### src/rtl/any1_agen_sched.sv
`default_nettype none
// ---------------------------------------------------------------------------
// any1_agen_sched : round-robin issue scheduler / element sequencer for agen
// Revision 1.0
// ---------------------------------------------------------------------------
module any1_agen_sched #(
  parameter int MAXVL = 64
) (
  input  logic        clk_i,
  input  logic        rst_i,
  input  logic        req0_i,
  input  logic [63:0] inst0_i,
  input  logic [6:0]  vl0_i,
  input  logic        vec0_i,
  input  logic        req1_i,
  input  logic [63:0] inst1_i,
  input  logic [6:0]  vl1_i,
  input  logic        vec1_i,
  input  logic        abort_i,
  input  logic        mrdy_i,
  output logic [1:0]  gnt_o,
  output logic [63:0] inst_o,
  output logic [5:0]  ele_o,
  output logic        tag_o,
  output logic        mav_o,
  output logic        done_o,
  output logic        busy_o
);

  localparam logic [1:0] c_idle  = 2'd0;
  localparam logic [1:0] c_run   = 2'd1;
  localparam logic [1:0] c_fin   = 2'd2;
  localparam logic [6:0] c_maxvl = 7'(MAXVL);

  logic [1:0]  state_q, state_d;
  logic [1:0]  gnt_q, gnt_d;
  logic [63:0] inst_q, inst_d;
  logic [5:0]  ele_q, ele_d;
  logic [5:0]  lastele_q, lastele_d;
  logic        tag_q, tag_d;
  logic        last_q, last_d;
  logic        zero_q, zero_d;
  logic        mav_q, done_q, busy_q;

  logic        w_win;
  logic [6:0]  w_vl;
  logic        w_vec;
  logic [6:0]  w_last7;

  // On a tie the requester that did not win last time gets the grant.
  assign w_win   = (req0_i && req1_i) ? ~last_q : req1_i;
  assign w_vl    = w_win ? vl1_i : vl0_i;
  assign w_vec   = w_win ? vec1_i : vec0_i;
  assign w_last7 = (w_vl > c_maxvl) ? (c_maxvl - 7'd1) : (w_vl - 7'd1);

  always_comb begin
    state_d   = state_q;
    gnt_d     = 2'b00;
    inst_d    = inst_q;
    ele_d     = ele_q;
    lastele_d = lastele_q;
    tag_d     = tag_q;
    last_d    = last_q;
    zero_d    = zero_q;
    case (state_q)
      c_idle: begin
        // A live grant pulse means the winner was latched last edge: launch it.
        if (gnt_q != 2'b00) begin
          state_d = zero_q ? c_fin : c_run;
          ele_d   = 6'd0;
        end else if (req0_i || req1_i) begin
          gnt_d     = w_win ? 2'b10 : 2'b01;
          inst_d    = w_win ? inst1_i : inst0_i;
          tag_d     = w_win;
          last_d    = w_win;
          zero_d    = w_vec && (w_vl == 7'd0);
          lastele_d = w_vec ? w_last7[5:0] : 6'd0;
        end
      end
      c_run: begin
        if (mrdy_i) begin
          if (ele_q == lastele_q) state_d = c_fin;
          else                    ele_d   = ele_q + 6'd1;
        end
      end
      c_fin:   state_d = c_idle;
      default: state_d = c_idle;
    endcase
    if (abort_i) begin
      state_d   = c_idle;
      gnt_d     = 2'b00;
      ele_d     = 6'd0;
      inst_d    = inst_q;
      tag_d     = tag_q;
      last_d    = last_q;
      zero_d    = zero_q;
      lastele_d = lastele_q;
    end
  end

  always_ff @(posedge clk_i) begin
    if (rst_i) begin
      state_q   <= c_idle;
      gnt_q     <= 2'b00;
      inst_q    <= 64'd0;
      ele_q     <= 6'd0;
      lastele_q <= 6'd0;
      tag_q     <= 1'b0;
      last_q    <= 1'b1;
      zero_q    <= 1'b0;
      mav_q     <= 1'b0;
      done_q    <= 1'b0;
      busy_q    <= 1'b0;
    end else begin
      state_q   <= state_d;
      gnt_q     <= gnt_d;
      inst_q    <= inst_d;
      ele_q     <= ele_d;
      lastele_q <= lastele_d;
      tag_q     <= tag_d;
      last_q    <= last_d;
      zero_q    <= zero_d;
      mav_q     <= (state_d == c_run);
      done_q    <= (state_d == c_fin);
      busy_q    <= (state_d != c_idle);
    end
  end

  assign gnt_o  = gnt_q;
  assign inst_o = inst_q;
  assign ele_o  = ele_q;
  assign tag_o  = tag_q;
  assign mav_o  = mav_q;
  assign done_o = done_q;
  assign busy_o = busy_q;

endmodule
`default_nettype wire

### config.mk
export PLATFORM = sky130hd
export DESIGN_NAME = any1_agen_sched
export DESIGN_NICKNAME = d
export VERILOG_FILES = /design/src/rtl/any1_agen_sched.sv
export SDC_FILE = /design/constraint.sdc
export NUM_CORES = 1
export LEC_CHECK = 0
export ABC_AREA = 1
export BUFFER_PORTS_ARGS = -buffer_cell sky130_fd_sc_hd__buf_2
export CORE_UTILIZATION = 45
export DETAILED_ROUTE_END_ITERATION = 10
export PLACE_DENSITY = 0.81
export SLEW_MARGIN = 20
export SYNTH_ARGS = -nofsm -noshare
export SYNTH_HDL_FRONTEND = slang
export SYNTH_SLANG_ARGS = --single-unit
### constraint.sdc
create_clock -name clk_i -period 2.4 [get_ports clk_i]
set_clock_uncertainty 0.2 [all_clocks]
set_input_delay 0.12 -clock clk_i [delete_from_list [all_inputs] [get_ports clk_i]]
set_output_delay 0.12 -clock clk_i [all_outputs]
set_load 0.005 [all_outputs]
* Yosys cells after proc, flatten, opt, wreduce, memory -nomap -nowiden *
Index checks and enable logic that the tools add are counted.

word-level totals
  output and inout port bits = 76
  bits in registers = 86
  input port bits = 150

operators by class
  reduce and logical (&&, ||, !) cells = 12
  muxes and demuxes = 17
  eq/ne operators = 7
  $lt $le $gt $ge = 1
  bitwise gates (word level) = 5
  add/subtract/negate cells = 2

operators by type and width
  cell                                                                count
  64-bit 2-to-1 mux                                                   1
  6-bit 2-to-1 mux                                                    5
  2-bit 2-to-1 mux                                                    6
  6-bit case mux with 2 select lines                                  1
  4-bit AND reduction                                                 2
  7-bit greater-than comparator, second input constant                1
  7-bit logical NOT                                                   1
  7-bit 2-to-1 mux                                                    1
  6-bit by 1-bit adder with 6-bit output, second input constant       1
  6-bit == test                                                       1
  2-bit != test, second input constant                                3
  2-bit nonzero test                                                  3
  6-bit by 1-bit subtractor with 6-bit output, second input constant  1
  1-bit inverter                                                      5
  5-bit OR reduction                                                  1
  2-bit by 1-bit == test with 1-bit output, second input constant     2
  2-bit case mux with 2 select lines                                  1
  2-bit == test, second input constant                                1
  1-bit logical AND                                                   2
  2-bit logical NOT                                                   1
  1-bit 2-to-1 mux                                                    2
  2-bit OR reduction                                                  1
  1-bit logical OR                                                    1

* Longest topological paths before layout *
  depth after elaboration = 6
  depth in mapped cells = 13
  depth with buffers taken out = 12

* Worst setup path before layout *
No wires, ideal clock.

  path type = reg-to-reg
  start = reg last_q
  end = reg lastele_q[5]
  cell stages (with the launch flop) = 14
  path buffers = 1
  path slack = 0.658 ns
  library setup time = 0.132 ns
  arrival = 1.410 ns
  cell sequence = dfxtp_1 -> nand2_2 -> nand2_4 -> buf_6 -> nand2_1 -> nand2_2 -> ha_1 -> nand3_1 -> nor2_1 -> nand2_1 -> nand2_2 -> nand3_1 -> nand2_1 -> a21oi_1

between the ends
  cells in the longest elaborated chain, start to end = 6
  elaborated cells between the ends (all ways) = 8

ends and longest elaborated chain
  what                                                                                          RTL line  text
  start, declared                                                                               41        logic last_q, last_d;
  start signal, assigned                                                                        121       last_q <= last_d;
  1-bit inverter (*)                                                                            51        assign w_win = (req0_i && req1_i) ? ~last_q : req1_i;
  1-bit 2-to-1 mux (*)                                                                          51
  7-bit 2-to-1 mux                                                                              52        assign w_vl = w_win ? vl1_i : vl0_i;
  6-bit by 1-bit subtractor with 6-bit output or 7-bit greater-than comparator (tied branches)  54        assign w_last7 = (w_vl > c_maxvl) ? (c_maxvl - 7'd1) : (w_vl - 7'd1);
  6-bit 2-to-1 mux                                                                              54
  6-bit 2-to-1 mux (*)                                                                          77        lastele_d = w_vec ? w_last7[5:0] : 6'd0;
  end signal, assigned                                                                          119       lastele_q <= lastele_d;
  end, declared                                                                                 39        logic [5:0] lastele_q, lastele_d;

Mark *: on every way between the ends. The rest lies on a longest branch, timed or not.
A chain may end at the register's enable or synchronous reset.

* Worst setup path after layout *
  start = reg state_q[1]
  end = reg inst_q[31], in the netlist inst_o[31]

between the ends
  cells in the longest elaborated chain, start to end = 2

ends and longest elaborated chain
  what                                  RTL line  text
  start, declared                       35        logic [1:0] state_q, state_d;
  start signal, assigned                103       state_q <= c_idle;
  start signal, assigned                115       state_q <= state_d;
  2-bit logical NOT                     65        case (state_q)
  4-bit AND reduction (no source line)  -
  end signal, assigned                  117       inst_q <= inst_d;
  end, declared                         37        logic [63:0] inst_q, inst_d;

No other way between the ends.

==> metrics.txt <==
status=completed; DP Worst Slack=between 0.4 and 0.5 ns; Register-to-Register Path Depth=8; port buffer count=225; non-filler instance count after layout=around 1,100; Clock Latency Late Sink=between 0.3 and 0.4 ns; min Tclk post-route=2.29 ns; worst slew margin relative to its limit=0.679; Initial Utilization=0.469; Ports=226; cell count after placement=between 900 and 1,000; chip width=97.6 um; Area Overhead vs Synth=68.3%; Arrival @ worst endpoint=2.38 ns; Final WS setup=0.106 ns; Unique masters post-synth=34; Buf/Inv on CP=2; core region area=8760 sq um; initial antenna violation count=2; crit path max fanout=11; Max Root-Sink Buffers=2; Antenna Nets Post-Route=0; warnings from Yosys=0; cell area after synthesis=4110 sq um; DRC violations left=0; HPWL Detailed=between 8 and 9 mm; share of the synthesized area in the top cell type=0.419; part of the power in registers=0.431; first-pass GRT wire length=25.4 mm; largest net degree at the start of global routing=69; Gate Count Post-Synth=about 600; clk slew on worst S/H paths=0.09 ns; Final nets=1,092; root buffer cell=clkbuf_8; CP delay by family, top=buffers and inverters; First-pass DRT Iterations=5; FF+latch count, synth=86; cell mode on critical path=nor2_4; hold path depth=5; R2R Setup Slk=around 0.11 ns; Post-Syn Area per Cell=6.88 sq um; HP Class=in2reg; share of cells above drive strength 1=0.297; top_reg_cell synth=dfxtp_1; GRT overflow=0; CTS tree=built; clock sink count=86; First DRT Iteration DRCs=386; Max Slew Vio Count=0; Synth area leader=dfxtp_1; Hold Path End=done_o$_SDFF_PP0_; height of the die=roughly 100 um; Clock Power Share=0.310; Comb power frac=0.260; Worst Tran Pin Value=between 0.4 and 0.5 ns; Post-synth EDFFs=0; die area=9520 sq um; routed length per instance=~16 um; post-layout power=about 0.0037 W; critical setup path kind=reg2reg; H-tree depth=3; RR Endpoint=inst_o[31]$_SDFFE_PP0P_; Seq/Total Area, Yosys=0.419; post-synth net total=750; most frequent cell after synthesis=nand2_1; most frequent cells after synthesis=161 x nand2_1, 95 x nor2_1, 86 x dfxtp_1; via count=5,598; Setup Viol. Count Final=0; Peak Freq=0.436 GHz; Int Pwr=0.00262 W; Static Leak=3.39 nW; DR vias/cell=5.32; vias in the first global route=roughly 5,500; Fin Setup TNS=0 ns; sw power=0.00106 W; top cells by area, synth=dfxtp_1 42%, nand2_1 15%, nor2_1 8.7%; WP data required=2.48 ns; final WL=16.6 mm; RSZ-0062 raised after global routing=false; max cap viols=0; maximum VDD drop=0.308 mV; total global-route track usage=0.333; FP Rows=34; crit-path cells=nor2_4 > o21ai_2 > nand3b_4 > nor2_4 > buf_12 > nand2_1 > a31oi_1 > dlygate4sd3_1; Hold Path Origin=mrdy_i; crit start category=flop; Critical-path top delay cell=dlygate4sd3_1; PD cells=533 nW/um^2; asr flop ratio synth=0; Crit path largest cell delay=a little under 0.6 ns; RR Startpoint=state_q[1]$_SDFF_PP0_; Hold WS=0.0241 ns; final worst path period share=0.956; switching share of power=0.288; Placer Congestion=0.903; crit end category=flop; Fin. Hold Viols=0; Inserted Clock Buffers=9
==> power by group through the flow <==
stage / combinational [W] / sequential, W / clock [W]
detailed placement: 0.000667 / 0.00161 / 0
global placement: 0.000646 / 0.00160 / 0
global route: 0.00104 / 0.00160 / 0.00122
CTS: 0.000847 / 0.00158 / 0.00115
finish: 0.000956 / 0.00159 / 0.00114
floorplan: 0.000385 / 0.00161 / 0
==> sequential cells by signal, summed over array words and instances (netlist names) <==
| signal | flops |
|---|---|
| inst_o | 64 |
| busy_o | 1 |
| done_o | 1 |
| mav_o | 1 |
| zero_q | 1 |
| tag_o | 1 |
| ele_o | 6 |
| lastele_q | 6 |
| last_q | 1 |
| state_q | 2 |
| gnt_o | 2 |
==> placed cells by master (no fill, tap or decap), drive strengths merged <==
cell type	count
buf	236
nand2	168
dlygate4sd3	125
nor2	101
dfxtp	86
a21oi	50
o21ai	45
inv	33
nand3	31
a31oi	21
clkbuf	13
xor2	6
nand4	4
or2	4
ha	3
nand3b	3
clkinv	3
nand2b	2
bufinv	2
diode	1
and2	1
o21bai	1
nor3	1
o211a	1
o31ai	1
xnor2	1
dlymetal6s4s	1
==> routing by layer <==
layer | part of all wire | track usage | routed length, um | vias up
met5 | 0.00060 | 0 | 10 | -
met4 | 0.064 | 0.219 | 1070 | 2
met3 | 0.072 | 0.0727 | 1190 | 108
met2 | 0.51 | 0.598 | 8440 | 354
met1 | 0.36 | 0.347 | 5910 | 2523
li1 | - | - | - | 2611
==> worst max path at each step <==
stage                     depth (start not counted)                   from  slack [ns]                         to
final                                             8  state_q[1]$_SDFF_PP0_        0.11    inst_o[31]$_SDFFE_PP0P_
after global routing                              9    last_q$_SDFFE_PP1P_       0.002    inst_o[51]$_SDFFE_PP0P_
after CTS                                         8    last_q$_SDFFE_PP1P_        0.01    inst_o[53]$_SDFFE_PP0P_
after detailed placement                         12    last_q$_SDFFE_PP1P_        0.48  lastele_q[5]$_SDFFE_PP0P_
after global placement                           12    last_q$_SDFFE_PP1P_        0.55  lastele_q[5]$_SDFFE_PP0P_
after floorplan                                  13    last_q$_SDFFE_PP1P_        0.66  lastele_q[5]$_SDFFE_PP0P_
==> area by class of cell <==
type,instances,area (sq um)
Tap cell,108,135
Multi-Input combinational cell,444,2090
Timing Repair Buffer,365,2620
Clock buffer,10,138
Sequential cell,86,1720
Fill cell,600,1850
Clock inverter,5,82.6
Antenna cell,1,2.50
Inverter,33,129
==> logic make-up (layout without fill, tap and decap cells) <==
family	count (synthesis)	count (layout)	share of synthesized area
AND/OR/NAND/NOR	315	315	0.319
AO/OA/AOI/OAI	119	119	0.156
flip-flops	86	86	0.419
buffers and inverters	67	413	0.0816
XOR/XNOR	7	7	0.0149
adder cells (fa/ha/maj)	3	3	0.00913
other	0	1	0
==> per-stage QoR <==
| step | instance area, sq um | utilization |
|---|---|---|
| finish | 6920 | 0.789 |
| global route | 6920 | 0.789 |
| CTS | 6730 | 0.768 |
| detailed placement | 5250 | 0.599 |
| global placement | 5250 | 0.599 |
| floorplan | 4110 | - |
==> worst register-to-register path, stage by stage, from the launching register on <==
cell           delay (ns)
dfxtp_2              0.34
nor2_4               0.13
o21ai_2              0.08
nand3b_4             0.26
nor2_4               0.24
buf_12               0.16
nand2_1              0.06
a31oi_1              0.18
dlygate4sd3_1        0.59
==> what timing repair did <==
action / in CTS / in global routing
setup endpoints to repair: 0 / 36
buffers inserted: 0 / 3
hold buffers: 126 / 0
endpoints found under the hold margin: 76 / 0
gates resized for setup: 0 / 22
No activity file was read; power rests on OpenSTA's default activity.
